File: config.mk
export PLATFORM = sky130hd
export DESIGN_NAME = ps2_frame_rx
export DESIGN_NICKNAME = d
export VERILOG_FILES = /design/src/rtl/ps2_frame_rx.sv
export SDC_FILE = /design/constraint.sdc
export NUM_CORES = 1
export LEC_CHECK = 0
export CORE_UTILIZATION = 57
export DETAILED_ROUTE_END_ITERATION = 12
export GPL_TIMING_DRIVEN = 0
export PLACE_DENSITY = 0.78
export SYNTH_ARGS = -nofsm -noshare
export SYNTH_HDL_FRONTEND = slang
export SYNTH_SLANG_ARGS = --single-unit
File: constraint.sdc
create_clock -name clk -period 5.55 [get_ports clk]
set_clock_uncertainty 0.1 [all_clocks]
set_input_delay 1.3875 -clock clk [delete_from_list [all_inputs] [get_ports clk]]
set_output_delay 1.3875 -clock clk [all_outputs]
set_load 0.1 [all_outputs]
File: src/rtl/ps2_frame_rx.sv
// PS/2 device-to-host frame receiver: synchronizes ps2_clk/ps2_data, assembles
// 11-bit frames (start, 8 data LSB-first, odd parity, stop) and emits one pulse per frame.
module ps2_frame_rx #(
    parameter int TIMEOUT = 10000
) (
    input  logic       clk,
    input  logic       clrn,
    input  logic       ps2_clk,
    input  logic       ps2_data,
    output logic [7:0] data_out,
    output logic       write,
    output logic       parity_err,
    output logic       frame_err
);

    typedef enum logic [1:0] {
        IDLE,
        DATA,
        PARITY,
        STOP
    } state_t;

    logic ps2_clk_s1, ps2_clk_s2, ps2_clk_prev;
    logic ps2_data_s1, ps2_data_s2;

    state_t      state, state_next;
    logic [2:0]  count, count_next;
    logic [7:0]  shift, shift_next;
    logic        parity, parity_next;
    logic [15:0] timer, timer_next;
    logic [7:0]  data_next;
    logic        write_next, parity_err_next, frame_err_next;

    logic fall;
    logic sample;
    logic timeout_hit;

    // Synchronizers reset to the idle-high line level so release never fakes an edge.
    // NOTE: sequential state uses non-blocking (<=) so every flop samples pre-edge values.
    always_ff @(posedge clk or negedge clrn) begin
        if (!clrn) begin
            ps2_clk_s1   <= 1'b1;
            ps2_clk_s2   <= 1'b1;
            ps2_clk_prev <= 1'b1;
            ps2_data_s1  <= 1'b1;
            ps2_data_s2  <= 1'b1;
        end else begin
            ps2_clk_s1   <= ps2_clk;
            ps2_clk_s2   <= ps2_clk_s1;
            ps2_clk_prev <= ps2_clk_s2;
            ps2_data_s1  <= ps2_data;
            ps2_data_s2  <= ps2_data_s1;
        end
    end

    assign fall        = ps2_clk_prev & ~ps2_clk_s2;
    assign sample      = ps2_data_s2;
    assign timeout_hit = (timer == 16'(TIMEOUT));

    always_ff @(posedge clk or negedge clrn) begin
        if (!clrn) begin
            state      <= IDLE;
            count      <= 3'd0;
            shift      <= 8'h00;
            parity     <= 1'b0;
            timer      <= 16'd0;
            data_out   <= 8'h00;
            write      <= 1'b0;
            parity_err <= 1'b0;
            frame_err  <= 1'b0;
        end else begin
            state      <= state_next;
            count      <= count_next;
            shift      <= shift_next;
            parity     <= parity_next;
            timer      <= timer_next;
            data_out   <= data_next;
            write      <= write_next;
            parity_err <= parity_err_next;
            frame_err  <= frame_err_next;
        end
    end

    always_comb begin
        // NOTE: every output of this block gets a default first, so no path can infer a latch.
        state_next      = state;
        count_next      = count;
        shift_next      = shift;
        parity_next     = parity;
        timer_next      = timer + 16'd1;
        data_next       = data_out;
        write_next      = 1'b0;
        parity_err_next = 1'b0;
        frame_err_next  = 1'b0;

        // A falling edge always wins over the timeout terminal count.
        if (state == IDLE) begin
            timer_next = 16'd0;
            count_next = 3'd0;
            if (fall && !sample) begin
                state_next = DATA;
            end
        end else if (fall) begin
            timer_next = 16'd0;
            case (state)
                DATA: begin
                    shift_next = {sample, shift[7:1]};
                    if (count == 3'd7) begin
                        state_next = PARITY;
                        count_next = 3'd0;
                    end else begin
                        count_next = count + 3'd1;
                    end
                end
                PARITY: begin
                    parity_next = sample;
                    state_next  = STOP;
                end
                STOP: begin
                    state_next = IDLE;
                    count_next = 3'd0;
                    if (!sample) begin
                        frame_err_next = 1'b1;
                    end else if (^{shift, parity}) begin
                        write_next = 1'b1;
                        data_next  = shift;
                    end else begin
                        parity_err_next = 1'b1;
                    end
                end
                default: state_next = IDLE;
            endcase
        end else if (timeout_hit) begin
            state_next     = IDLE;
            count_next     = 3'd0;
            timer_next     = 16'd0;
            frame_err_next = 1'b1;
        end
    end

endmodule

# After elaboration in Yosys (flattened, before gate mapping)
# Cells that the tools add are included.
# Widths: inputs -> output; s select.
dict set report word_totals {
  ff_bits 46
  in_bits 4
  elab_cells 66
}
dict set report classes {
  n_addsub 2
  n_eq_ne 8
  n_mux 29
  n_bitwise 3
  reduce_logical 10
}
# op count
set op_table {}
lappend op_table {{$mux 16} 3}
lappend op_table {{$add 16x1->16 const B} 1}
lappend op_table {{$eq 16x14->1 const B} 1}
lappend op_table {{$mux 1} 15}
lappend op_table {{$mux 3} 4}
lappend op_table {{$mux 2} 5}
lappend op_table {{$reduce_and 3->1} 3}
lappend op_table {{$reduce_xor 9->1} 1}
lappend op_table {{$pmux 3 s2} 1}
lappend op_table {{$reduce_and 5->1} 1}
lappend op_table {{$eq 2x2->1 const B} 2}
lappend op_table {{$ne 4x1->1 const B} 1}
lappend op_table {{$ne 4x4->1 const B} 1}
lappend op_table {{$pmux 2 s2} 1}
lappend op_table {{$add 3x1->3 const B} 1}
lappend op_table {{$eq 3x3->1 const B} 1}
lappend op_table {{$reduce_bool 3->1} 1}
lappend op_table {{$eq 2x1->1 const B} 1}
lappend op_table {{$logic_not 2->1} 1}
lappend op_table {{$ne 2x1->1 const B} 1}
lappend op_table {{$not 1->1} 2}
lappend op_table {{$reduce_and 2->1} 1}
lappend op_table {{$and 1x1->1} 1}
lappend op_table {{$logic_and 1x1->1} 1}
lappend op_table {{$logic_not 1->1} 1}

# Logic depth before layout (Yosys ltp)
# Gate-level depths: netlist (run 1).
dict set report depth {
  ltp_word 6
  depth_mapped 8
}

# Worst setup path before layout (run 1)
# OpenSTA, ideal clock, no wires.
dict set report synth_timing {
  kind {register -> output}
  from {register data_out[7]}
  to {output data_out[7]}
  t_arrival_ns 0.908
  required_ns 4.062
  slack_ns 3.154
  stages_incl_launch_ff 1
  cell_sequence {dfrtp_1}
}
# item line
set synth_lines {}
lappend synth_lines {{from (decl)} 10} ;# output logic [7:0] data_out,
lappend synth_lines {{from (signal assigned)} 77} ;# data_out <= data_next;
# No word-level cell between the ends.

# Worst setup path in the final report (run 1)
dict set report layout_timing {
  from {register data_out[7]}
  to {output data_out[7]}
}
# No word-level cell between the ends.

==> impl_results.md, run 1 <==
* Run status: finished, final reports clean
* Setup ws final at approximately 2.2 ns
* Cell Rows at 21
* Post-synth EDFFs at 0
* Worst hold path class: reg -> reg
* # fillers at between 200 and 300
* H-tree depth at 2
* Post-CTS resize count at 0
* Area after DPL at about 2300 um^2
* Synth Warn # at 0
* Iteration-0 DRC Markers at 68
* Vias in the first global route at 1,344
* Postcts setup bufs at 0
* Worst Tran Pin Value at 0.990 ns
* Total track usage at a little over a fifth
* WP buf/inv at 1
* Total power divided by cell area at slightly above 400 nW/um^2
* Worst hold stages at 0
* Clock-pin slew on the worst setup and hold paths at 0.09 ns
* Design Area, Final at around 2400 um^2
* Pre-CTS setup slack at 2.57 ns
* CTS max path bufs at 2
* Post-synth cell types at 37
* Startpoint types: flop
* Drt total wl at 3.56 mm
* Antenna Cells at 0
* Mapped Area at 2130 um^2
* Cells on worst reg2reg path at 6
* Avg Inst Size Synth at 11.9 um^2
* Skew-Pair Late Insertion Delay at ~0.3 ns
* CP Class: reg -> out
* Commonest non-fill, non-tap cell in the layout: dfrtp_1
* Starting Density at 61.5%
* Worst ir drop on vdd at 0.000255 V
* Hold Vio Cnt, Final at 0
* Crit-path max cell delay at 1.14 ns
* Top-area cell type share of the netlist area at 48.1%
* Synth area leaders: dfrtp_1 (48%), mux2_2 (7.9%), dfstp_2 (6.2%)
* Die area at 3990 um^2
* Post-Syn Nets at 192
* Chip width at 63.2 um
* DR DRC count at 0
* RSZ-0062 raised after global routing: false
* Detailed Routing Iterations Pass 1 at 6
* Hold Slack at 0.264 ns
* # setup viols final at 0
* Most frequent cells in the layout: dfrtp_1 (41), nor2_1 (23), mux2_2 (15), xnor2_1 (13), clkdlybuf4s50_1 (13)
* Register-to-register setup slack at 3.25 ns
* Crit path max-delay family: buffers and inverters
* Worst-path cell chain: clkdlybuf4s50_1
* Post-synthesis register bit count at 46
* Sequential area share after synthesis at a little over half
* Post-synth top flop: dfrtp_1
* Worst EP required at 4.06 ns
* Biggest area consumer among synthesized cells: dfrtp_1
* Synth async-reset ratio at 100%
* CP max FO at 3
* Synthesized instance count at 179
* Worst reg2reg path startpoint: state[0]
* Routed wire per std cell at roughly 14 um
* Critical Path Source: data_out[7]
* Peak Freq at 0.302 GHz
* Slowest cell on crit path: clkdlybuf4s50_1
* GPL Wtd Cong at 0.780
* Via/cell ratio at 5.51
* Slew Viols, Final at 0
* Die height at roughly 63 um
* Via count of the routed design at 1,366
* Post-DP HPWL at 2.67 mm
* Final clock period utilization by the worst path at between 50% and 60%
* Max cap viols at 0
* Crit path capture type: output pin
* Worst Hold Path EP: ps2_clk_s2
* Core area at 3470 um^2
* Routed Antenna Nets at 0
* FF-to-FF End: data_out[5]
* Worst slew margin at between 30% and 40%
* Io pins at 15
* Syn-to-layout area delta at 14.4%
* Final worst path period need at 3.31 ns
* Sum of negative setup slack at 0 ns
* Total CTS buffers at 5
* Share of cells above drive strength 1 at 18.3%
* # clock sinks at 46
* Critical path data arrival time at 1.82 ns
* Root Driver: clkbuf_8
* Port buffer count at 14
* Cell leakage power at approximately 1.1 nW
* Gr ovfl total at 0
* First-pass GRT wire length at between 6 and 7 mm
* Hold_sp: ps2_clk_s1
* Initial antenna violation count at 0
* CTS tree: yes
* Nets at 214
* CTS Hold Buffers Added at 0
* Pin count of the biggest net entering global routing at 39
## layout make-up
cell class / count / area, um^2 / share of cell area, %
repair buffers: 15 / 155 / 6.36
flip-flops and latches: 46 / 1160 / 47.4
plain buffers: 4 / 23.8 / 0.974
clock inverters: 3 / 25.0 / 1.03
well taps: 46 / 57.6 / 2.36
clock buffers: 5 / 68.8 / 2.82
inverters: 8 / 30.0 / 1.23
multi-input cells: 121 / 923 / 37.8
## Yosys cell counts (all sizes together), types with 2 or more instances
cell,instances
a21oi,2
nor3,2
mux2,15
xnor2,14
buf,3
nand2,8
nand4,8
o21ai,3
nor4,2
dfrtp,41
nand3,6
a22o,3
dfstp,5
inv,8
ha,9
xor2,8
mux2i,3
and4,2
nor3b,2
nor2,23
## worst max-delay path by stage
stage	to	slack, ns	depth (start not counted)
2_1_floorplan	data_out[7]	3.15	0
3_3_place_gp	data_out[3]	1.87	1
3_5_place_dp	data_out[7]	2.57	1
4_1_cts	data_out[7]	2.23	1
5_1_grt	data_out[3]	2.20	1
6_report	data_out[7]	2.24	1
## cell families after synthesis
group / count (synthesis) / share of synthesized area (%)
flip-flops: 46 / 54.2
adder cells (fa/ha/maj): 9 / 5.28
buffers and inverters: 12 / 2.52
AO/OA/AOI/OAI: 12 / 4.22
AND/OR/NAND/NOR: 60 / 14.5
XOR/XNOR: 22 / 9.38
multiplexers: 18 / 9.91
## layer usage
metal | up-vias | wire, um | global-route usage [%]
li1 | 664 | - | -
met1 | 672 | 1640 | 28.3
met2 | 28 | 1760 | 34.0
met3 | 2 | 140 | 5.98
met4 | 0 | 13 | 5.97
met5 | - | 0 | 0
## state kept, by name, indices dropped and copies added, names as in the netlist, 2 cells and up
register,cells
state,2
shift,8
count,3
timer,16
data_out,8
## per-stage QoR
step                      std cells  power [mW]  util [%]
after floorplan                 179       0.722         -
after global placement          239       0.776      67.2
after detailed placement        240       0.799      67.7
after CTS                       248        1.01      70.4
after global routing            248        1.06      70.4
final                           248       0.999      70.4
## where the power goes
group / internal (mW) / switching (mW)
clock: 0.0909 / 0.117
combinational: 0.165 / 0.199
sequential: 0.381 / 0.0455
total: 0.637 / 0.362
Note: power is estimated with default switching activity, not from simulation.
==> run 2, diff against run 1 <==
- CORE_UTILIZATION: 57 -> 52
- PLACE_DENSITY: 0.78 -> 0.75
- clock period: 5.55 -> 2.82 ns (I/O delays scaled with it)
==> run 2 against run 1 <==
Compared with the run above:
- critical path type unchanged
- non-clock buffer count did not move
- setup slack got worse by 2.1 ns
- register-to-register slack lost 2.8 ns
- largest cell class unchanged
==> impl_results.md, run 2 (synthesis results as in run 1) <==
* Peak Freq at 0.379 GHz
* Comb pwr share at 35.6% (-0.9 points)
* P_int at 1.32 mW (+110%)
* CTS Hold Buffers Added at 0 (unchanged)
* Post-route total power at 2.02 mW (+100%)
* Antenna Cells at 0 (unchanged)
* Via/cell ratio at 5.42 (-1.7%)
* Setup ws final at 0.180 ns (-2.06 ns)
* DR DRC count at 0 (unchanged)
* Io pins at 15 (unchanged)
* Starting Density at 56.2% (-5.4 points)
* First-pass GRT wire length at 6.33 mm (-1.6%)
* Flip-flop count of the largest register after layout at 16 (unchanged)
* Pin count of the biggest net entering global routing at 38 (-2.6%)
* RSZ-0062 raised after global routing: false
* Nets at 214 (unchanged)
* Share of cells above drive strength 1 at 18.3% (unchanged)
* Fin cells at 250 (+0.81%)
* Largest Register: timer
* Seq pwr share at 41.7% (-1.0 points)
* Slowest cell on crit path: clkdlybuf4s50_1
* Vias in the first global route at 1,355 (+0.82%)
* Clock-pin slew on the worst setup and hold paths at 0.08 ns (about the same)
* CTS max path bufs at 2 (unchanged)
* Design Area, Final at 2460 um^2 (+0.77%)
* Skew-Pair Late Insertion Delay at 0.29 ns (about the same)
* Run status: finished, final reports clean
* Drt total wl at 3.56 mm (+0.11%)
* # setup viols final at 0 (unchanged)
* Top flop regs: timer (16), data_out (8), shift (8)
* Final worst path period need at 2.64 ns
* Die area at 4370 um^2 (+9.3%)
* Cell Rows at 22 (+4.8%)
* Hold Vio Cnt, Final at 0 (unchanged)
* Commonest non-fill, non-tap cell in the layout: dfrtp_1
* Most frequent cells in the layout: dfrtp_1 (41), nor2_1 (23), mux2_2 (15), xnor2_1 (13), clkdlybuf4s50_1 (13)
* Pre-CTS setup slack at 0.504 ns (-2.07 ns)
* Iteration-0 DRC Markers at 94 (+38%)
* Clock power share at 22.7% (+1.9 points)
* Final clock period utilization by the worst path at 93.6%
* H-tree depth at 2 (unchanged)
* Slew Viols, Final at 0 (unchanged)
* Critical path data arrival time at 1.84 ns (+0.02 ns)
* CTS tree: yes
* Crit-path max cell delay at 1.15 ns (about the same)
* Postcts setup bufs at 0 (unchanged)
* CP Class: reg -> out
* Gr ovfl total at 0 (unchanged)
* Worst EP required at 2.02 ns (-2.04 ns)
* Worst ir drop on vdd at 0.000657 V (+160%)
* Worst slew margin at 34.8% (+1.0 points)
* Core area at 3800 um^2 (+9.5%)
* Crit path max-delay family: buffers and inverters
* Post-DP HPWL at 2.51 mm (-6.0%)
* Total CTS buffers at 5 (unchanged)
* Port buffer count at 14 (unchanged)
* GPL Wtd Cong at 0.824 (+5.7%)
* # clock sinks at 46 (unchanged)
* Startpoint types: flop
* Syn-to-layout area delta at 15.2%
* Initial antenna violation count at 0 (unchanged)
* P_sw at 696 uW (+93%)
* Switching share of power at 34.5% (-1.7 points)
* CP max FO at 3 (unchanged)
* Area after DPL at 2350 um^2 (+0.11%)
* Worst Tran Pin Value at 0.975 ns (-0.0155 ns)
* Chip width at 66.1 um (+4.5%)
* Post-CTS resize count at 0 (unchanged)
* Detailed Routing Iterations Pass 1 at 5 (-1)
* Routed Antenna Nets at 0 (unchanged)
* Worst-path cell chain: clkdlybuf4s50_1
* Worst hold path class: in -> async
* Inst Count DP at 242 (+0.83%)
* Root Driver: clkbuf_8
* Max cap viols at 0 (unchanged)
* Routed wire per std cell at 14.2 um (-0.69%)
* WP buf/inv at 1 (unchanged)
* Crit path capture type: output pin
* Total track usage at 19.8% (-1.4 points)
* Total power divided by cell area at 821 nW/um^2 (+100%)
* Via count of the routed design at 1,354 (-0.88%)
* Cell leakage power at 1.10 nW (+1.2%)
* Die height at 66.1 um (+4.5%)
==> run 2: per-stage QoR <==
step / hold WS [ns] / TNS, ns / util (%)
floorplan: 0.245 / 0 / -
global placement: 0.248 / -8.18 / 61.5
detailed placement: 0.251 / 0 / 61.9
CTS: 0.169 / 0 / 64.8
global route: 0.169 / 0 / 64.8
finish: 0.171 / 0 / 64.8
==> run 2: area by class of cell <==
type,instances,area (um^2)
clock buffers,8,110
repair buffers,15,155
inverters,8,30.0
fillers,286,1340
plain buffers,4,23.8
multi-input cells,121,923
flip-flops and latches,46,1160
well taps,48,60.1
==> run 2: final timing paths <==
kind	startpoint	end	slack [ns]	cells past startpoint
max	data_out[7]	data_out[7]	0.18	1
min	clrn	timer[10]	0.17	1
max reg2reg	state[1]	data_out[0]	0.47	6
min reg2reg	ps2_data_s1	ps2_data_s2	0.26	0
max in group asynchronous	clrn	ps2_data_s2	1.92	2
min in group clk	ps2_data_s1	ps2_data_s2	0.26	0
==> run 2: metal layers <==
metal,share of wire (%),global-route usage (%)
met5,0,0
met4,0.76,8.78
met3,4.2,4.14
met2,47,30.0
met1,48,27.4
==> run 2: power groups by stage <==
stage	clock network, mW	registers, mW	logic [mW]
floorplan	0	0.861	0.560
finish	0.458	0.842	0.719
detailed placement	0	0.855	0.719
CTS	0.469	0.842	0.724
global placement	0	0.846	0.684
global route	0.492	0.858	0.790
